`src/rtl/fetch_unit.sv`:
```
// fetch_unit: in-order instruction fetch front end. Keeps at most two requests
// in flight, buffers up to four fetched {pc, inst} pairs for ID, and discards
// responses that belong to a path abandoned by a redirect.
module fetch_unit #(
  parameter logic [31:0] RESET_PC = 32'h1C00_0000
) (
  input  logic        clk,
  input  logic        rstn,
  input  logic        redirect_valid,
  input  logic [31:0] redirect_pc,
  output logic        imem_req,
  output logic [31:0] imem_addr,
  input  logic        imem_gnt,
  input  logic        imem_rvalid,
  input  logic [31:0] imem_rdata,
  output logic        if_valid,
  output logic [31:0] if_pc,
  output logic [31:0] if_inst,
  input  logic        id_ready
);

  typedef enum logic {RUN, FLUSH} state_t;

  state_t      state;
  logic [31:0] pc_req;
  logic [1:0]  outstanding;
  logic [1:0]  stale;
  logic        pend_head;
  logic [31:0] pend_pc [2];
  logic [1:0]  buf_head;
  logic [2:0]  buf_count;
  logic [31:0] buf_pc [4];
  logic [31:0] buf_inst [4];

  logic        grant;
  logic        rsp;
  logic        keep;
  logic        pop;
  logic        pend_tail;
  logic [1:0]  buf_tail;
  logic [1:0]  stale_redirect;
  logic [2:0]  in_flight;

  // Handshake decode; the request bound counts in-flight plus buffered words so the buffer can never overflow
  always_comb begin
    in_flight      = {1'b0, outstanding} + buf_count;
    imem_req       = rstn && (state == RUN) && !redirect_valid &&
                     (outstanding != 2'd2) && (in_flight < 3'd4);
    imem_addr      = pc_req & 32'hFFFF_FFFC;
    grant          = imem_req && imem_gnt;
    rsp            = imem_rvalid && (outstanding != 2'd0);
    keep           = rsp && (stale == 2'd0);
    if_valid       = rstn && (buf_count != 3'd0);
    if_pc          = buf_pc[buf_head];
    if_inst        = buf_inst[buf_head];
    pop            = if_valid && id_ready;
    pend_tail      = pend_head ^ outstanding[0];
    buf_tail       = buf_head + buf_count[1:0];
    stale_redirect = outstanding - {1'b0, rsp};
  end

  // Control state: fetch PC, in-flight/stale counters, buffer pointers and RUN/FLUSH mode
  always_ff @(posedge clk) begin
    if (!rstn) begin
      state       <= RUN;
      pc_req      <= RESET_PC;
      outstanding <= 2'd0;
      stale       <= 2'd0;
      pend_head   <= 1'b0;
      buf_head    <= 2'd0;
      buf_count   <= 3'd0;
    end else begin
      outstanding <= outstanding + {1'b0, grant} - {1'b0, rsp};
      if (rsp) pend_head <= ~pend_head;
      if (redirect_valid) begin
        pc_req    <= redirect_pc & 32'hFFFF_FFFC;
        buf_head  <= 2'd0;
        buf_count <= 3'd0;
        stale     <= stale_redirect;
        state     <= (stale_redirect != 2'd0) ? FLUSH : RUN;
      end else begin
        if (grant) pc_req <= pc_req + 32'd4;
        if (rsp && (stale != 2'd0)) stale <= stale - 2'd1;
        if (pop) buf_head <= buf_head + 2'd1;
        buf_count <= buf_count + {2'b00, keep} - {2'b00, pop};
        if ((state == FLUSH) && ((stale == 2'd0) || ((stale == 2'd1) && rsp))) state <= RUN;
      end
    end
  end

  // Payload storage: PCs of requests in flight and the fetched {pc, inst} buffer
  always_ff @(posedge clk) begin
    if (grant) pend_pc[pend_tail] <= pc_req;
    if (rstn && keep && !redirect_valid) begin
      buf_pc[buf_tail]   <= pend_pc[pend_head];
      buf_inst[buf_tail] <= imem_rdata;
    end
  end

endmodule

```
`config.mk`:
```
export PLATFORM = sky130hd
export DESIGN_NAME = fetch_unit
export DESIGN_NICKNAME = d
export VERILOG_FILES = /design/src/rtl/fetch_unit.sv
export SDC_FILE = /design/constraint.sdc
export NUM_CORES = 1
export LEC_CHECK = 0
export CORE_ASPECT_RATIO = 1.2
export CORE_UTILIZATION = 55
export CTS_CLUSTER_DIAMETER = 40
export DETAILED_ROUTE_END_ITERATION = 16
export PLACE_DENSITY = 0.79
export SLEW_MARGIN = 20
export SYNTH_ARGS = -nofsm -noshare
export SYNTH_HDL_FRONTEND = slang
export SYNTH_SLANG_ARGS = --single-unit
```
`constraint.sdc`:
```
create_clock -name clk -period 8.6 [get_ports clk]
set_clock_uncertainty 0.05 [all_clocks]
set_input_delay 2.58 -clock clk [delete_from_list [all_inputs] [get_ports clk]]
set_output_delay 2.58 -clock clk [all_outputs]
set_load 0.01 [all_outputs]
```
# Yosys cells after proc, flatten, opt, wreduce, memory -nomap -nowiden
# Memories as Yosys holds them, arrays and structs flattened. A register that Yosys moved wholly into a read port is not among the register bits.
# Cells that the tools add are included.
# W data, S select, Z words.
# totals
register_bits	43
ramBits	320
inputBits	70
output_inout_bits	98
n_memories	3
# classes
addsub	10
n_lt_le_gt_ge	1
n_eq_ne	2
n_mux	17
bitwise	4
reduce_logical	25
# mem_list
name	words	word_bits	rd	rd_clocked_by_memory_dff	write_ports	line_no	text
buf_inst	4	32	1	1	1	33	logic [31:0] buf_inst [4];
buf_pc	4	32	1	1	1	32	logic [31:0] buf_pc [4];
pend_pc	2	32	1	1	1	29	logic [31:0] pend_pc [2];
# op_table
op	count
$mux W32	2
$add A32 B3 Y32 const B	1
$logic_and A1 B1 Y1	14
$mux W2	6
$reduce_bool A2 Y1	6
$mux W1	9
$sub A2 B1 Y2	2
$add A2 B3 Y3	1
$add A3 B1 Y3	1
$lt A3 B3 Y1 const B	1
$not A1 Y1	3
$reduce_bool A3 Y1	1
$sub A3 B1 Y3	1
$add A2 B1 Y2	1
$add A2 B1 Y2 const B	1
$add A2 B2 Y2	1
$eq A2 B1 Y1 const B	1
$logic_not A2 Y1	1
$ne A2 B2 Y1 const B	1
$reduce_or A2 Y1	1
$sub A2 B1 Y2 const B	1
$logic_not A1 Y1	1
$logic_or A1 B1 Y1	1
$xor A1 B1 Y1	1

# Longest topological paths before layout
# depth
word_depth	8
ltp_mapped	11

# Least setup slack after synthesis
# OpenSTA, ideal clock, no wires.
# synth_timing
path_type	in2reg
start	input rstn
end	memory buf_inst[0][0], enable pin
arrival_time_ps	7360
required_ps	7992
slack_ps	632
stages	6
cell_sequence	buf_4 -> inv_1 -> clkbuf_1 -> nor2_1 -> nand2_1 -> nor3_1
# synth_via
elab_chain_cells	4
# synth_lines
element	line_no	text
start, declared	8	input logic rstn,
$logic_and A1 B1 Y1 (2 in series)	94	if (rstn && keep && !redirect_valid) begin
$mux W1	94	
$mux W1 (not written as such)	96	buf_inst[buf_tail] <= imem_rdata;
end, declared	33	
# Every way passes these cells.

# Final worst setup path
# layout_timing
start	input rstn
end	output imem_req
# layout_via
elab_chain_cells	4
# layout_lines
element	line_no	text
$logic_and A1 B1 Y1 (3 in series)	47	imem_req = rstn && (state == RUN) && !redirect_valid &&
$logic_and A1 B1 Y1	48	(outstanding != 2'd2) && (in_flight < 3'd4);
end, declared	11	output logic imem_req,
# Every way passes these cells.

==> flow_summary.ini <==
[run_status]
outcome = completed

[routing]
route.detailed.drc = 0
drt-initial-drc-count = 584
avgRoutedWirePerCell_um = 21.7
wl_met3_mm = 1.64
top_layer_used = met4
vias = 7680
drtPass1Iterations = 6
ant_nets = 0
routed_wl_mm = 28.1
routed-wl-met2_mm = 14.5
viasPerCell = 5.93
met1_length_mm = 11.2

[power]
internal_power_mw = 3.20
p_seq_share_pct = 49.6
combinationalPowerShare_pct = 9.5
p_sw_mw = 0.884
power.leakage_nw = 5.51
swShare_pct = 21.7
p_per_area_nw_per_um2 = 239
max-vdd-ir-drop_v = 0.000152
clkPwrFrac_pct = 40.9

[layout]
final_cells = 1296
final_core_util_pct = 69.3
layout_common_cells = 308 x edfxtp_1, 161 x clkdlybuf4s50_1, 62 x mux4_2
area_growth_pct = 24.1
multi_input_area_um2 = 3440
drive_gt1_share_pct = 18.9
mostFrequentLayoutCell = edfxtp_1
diodes = 0
nets = 1023
ff_latch_area_um2 = 10100
fill_cells = 1559

[die]
die_h_um = 175
die-area_um2 = 25700
rows = 63
ios = 168
die_w_um = 147
initial_core_util_pct = 55.9
core-area_um2 = 24700

[clocking]
cts_tree = done
cts_resized = 0
holdBufCountCts = 0
cts_root_buf = clkbuf_16
clockBufferDepth = 3
numCtsBuffers = 39
clkLatencyLatePin_ns = 0.51
clkSinkCount = 352
cts_setup_buffers = 0
clk_pin_slew_ns = 0.06
cts_htree_levels = 2

[critical_path]
critPathBufInv = 4
r2r_start = buf_count[1]
cp_slowest_cell = clkdlybuf4s50_1
crit_end = imem_req
worstSetupStartpointType = input port
timing.rr.end = pend_pc[0][17]
endpoint_kind = output pin
cp_num_cells = 6
required_ns = 5.97
worstPathArrival_ns = 4.42
cp_cell_sequence = clkdlybuf4s50_1, buf_4, nor3b_2, nand3_1, inv_1, clkdlybuf4s50_1
rr_worst_depth = 7
reg2reg_slack_ns = 5.31
worstSetupStartpoint = rstn
path_max_fanout = 28
slowest_delay_ns = 0.53
crit_path_frequent_cell = clkdlybuf4s50_1
crit_type = in2out
cp_top_family = buffers and inverters

[placement]
dpl.hpwl_mm = 17.2
gp_congestion = 0.896
io_buffers = 161
dp_cells = 1226

[synthesis]
synthFlopType = edfxtp_1
ys_ff_latch = 352
synth_area_per_cell_um2 = 18.1
netlist_area_um2 = 13800
syn_inst = 763
yosys_warnings = 0
async_flop_share_pct = 0
synth_top_cell_by_area = edfxtp_1
ys_types = 59
synth-edff-count = 308
yosys.area.top_type_share_pct = 67.1
yosysSeqAreaShare_pct = 73.5
ys_top_cells_by_area = edfxtp_1 67%, mux4_2 10%, dfxtp_1 6.4%

[global_route]
grt_max_degree = 63
grt_pass1_vias = 7737
grtUsageTotal_pct = 22.2
antenna_found_initial = 0
grt_pass1_wl_mm = 43.3
overflow = 0

[timing]
hold_violations = 0
finalSetupViolCount = 0
post-route-min-period_ns = 7.05
max_slew.worst_pin.slew_ns = 0.964
rsz0062_at_grt = no
fin_crit_sh_pct = 82.0
final_max_slew_viol_count = 0
slew_headroom_pct = 35.7
tns_ns = 0
fmax_ghz = 0.142

[worst_hold_path]
hp-class = reg2reg

[run]
maxCapViolations = 0
## worst reg2reg max path, cell delays in order, from the launching register on
cell	delay, ns
dfxtp_1	0.51
ha_1	0.33
a31oi_4	0.24
xnor2_2	0.28
nor2_4	0.48
inv_2	0.23
nor2_2	0.42
buf_4	0.41
## routing by layer
metal | track usage [%] | up-vias
li1 | - | 3431
met1 | 28.7 | 3856
met2 | 38.5 | 335
met3 | 2.99 | 58
met4 | 8.42 | 0
met5 | 0 | -
## stage by stage
stage	area [µm²]	setup slack (ns)	power, mW	hold WS, ns
detailed placement	15800	1.60	2.44	0.481
CTS	17100	1.58	4.11	0.487
global route	17100	1.40	4.21	0.502
floorplan	13800	0.632	2.27	0.458
finish	17100	1.55	4.08	0.493
global placement	15800	1.59	2.43	0.479
## power by group through the flow
stage	clock, mW	sequential (mW)	combinational, mW
final	1.67	2.02	0.388
after global routing	1.76	2.03	0.420
after CTS	1.69	2.02	0.391
after detailed placement	0	2.06	0.386
after global placement	0	2.05	0.373
after floorplan	0	2.05	0.225
## sequential cells by signal, indices dropped and copies added (netlist names), named ones only
| name | count |
|---|---|
| outstanding | 2 |
| buf_head | 2 |
| buf_pc | 120 |
| pend_head | 1 |
| pend_pc | 60 |
| state | 1 |
| buf_count | 3 |
| pc_req | 30 |
| buf_inst | 128 |
| stale | 2 |
## Yosys cell counts (2+ instances only)
master       n
a211oi_1     2
a21oi_1     17
a2bb2oi_1    2
a31oi_1     10
a32oi_1      2
and2_1       5
and3_1       7
buf_1        2
buf_2        6
buf_4        5
clkbuf_1    25
dfxtp_1     44
edfxtp_1   308
ha_1        10
inv_1       18
mux2_2      30
mux4_2      62
nand2_1     44
nand3_1     17
nand3b_1     3
nand4_1     16
nor2_1      19
nor3_1      15
nor4_1       6
o211ai_1     7
o21a_1       3
o21ai_0     16
o22ai_1      3
o311a_1      4
o31a_1       3
o41ai_1      4
or3_1        4
or4_1        5
xnor2_1      7
xor2_1       8
## logic make-up after synthesis
logic type               count (synthesis)  synth area share, %
multiplexers                            92                 12.6
buffers and inverters                   58                 1.82
AND/OR/NAND/NOR                        152                 5.91
other                                    1               0.0272
AO/OA/AOI/OAI                           81                 4.04
flip-flops                             352                 73.5
adder cells (fa/ha/maj)                 11                 1.05
XOR/XNOR                                16                 1.07
## how the worst min path moves through the flow
stage / start / end / slack [ns] / cells past startpoint
after CTS: pc_req[31] / pend_pc[0][31] / 0.49 / 0
after global routing: pc_req[31] / pend_pc[1][31] / 0.50 / 0
after global placement: pc_req[31] / pend_pc[0][31] / 0.48 / 0
after detailed placement: pc_req[31] / pend_pc[0][31] / 0.48 / 0
final: pc_req[31] / pend_pc[1][31] / 0.49 / 0
after floorplan: state / state / 0.46 / 2
## area by class of cell
class	instances	share of cell area, %
Multi-Input combinational cell	356	20.1
Sequential cell	352	59.3
Tap cell	325	2.38
Timing Repair Buffer	174	10.1
Clock inverter	23	1.54
Inverter	19	0.417
Clock buffer	47	6.19
(Power assumes the default switching activity.)
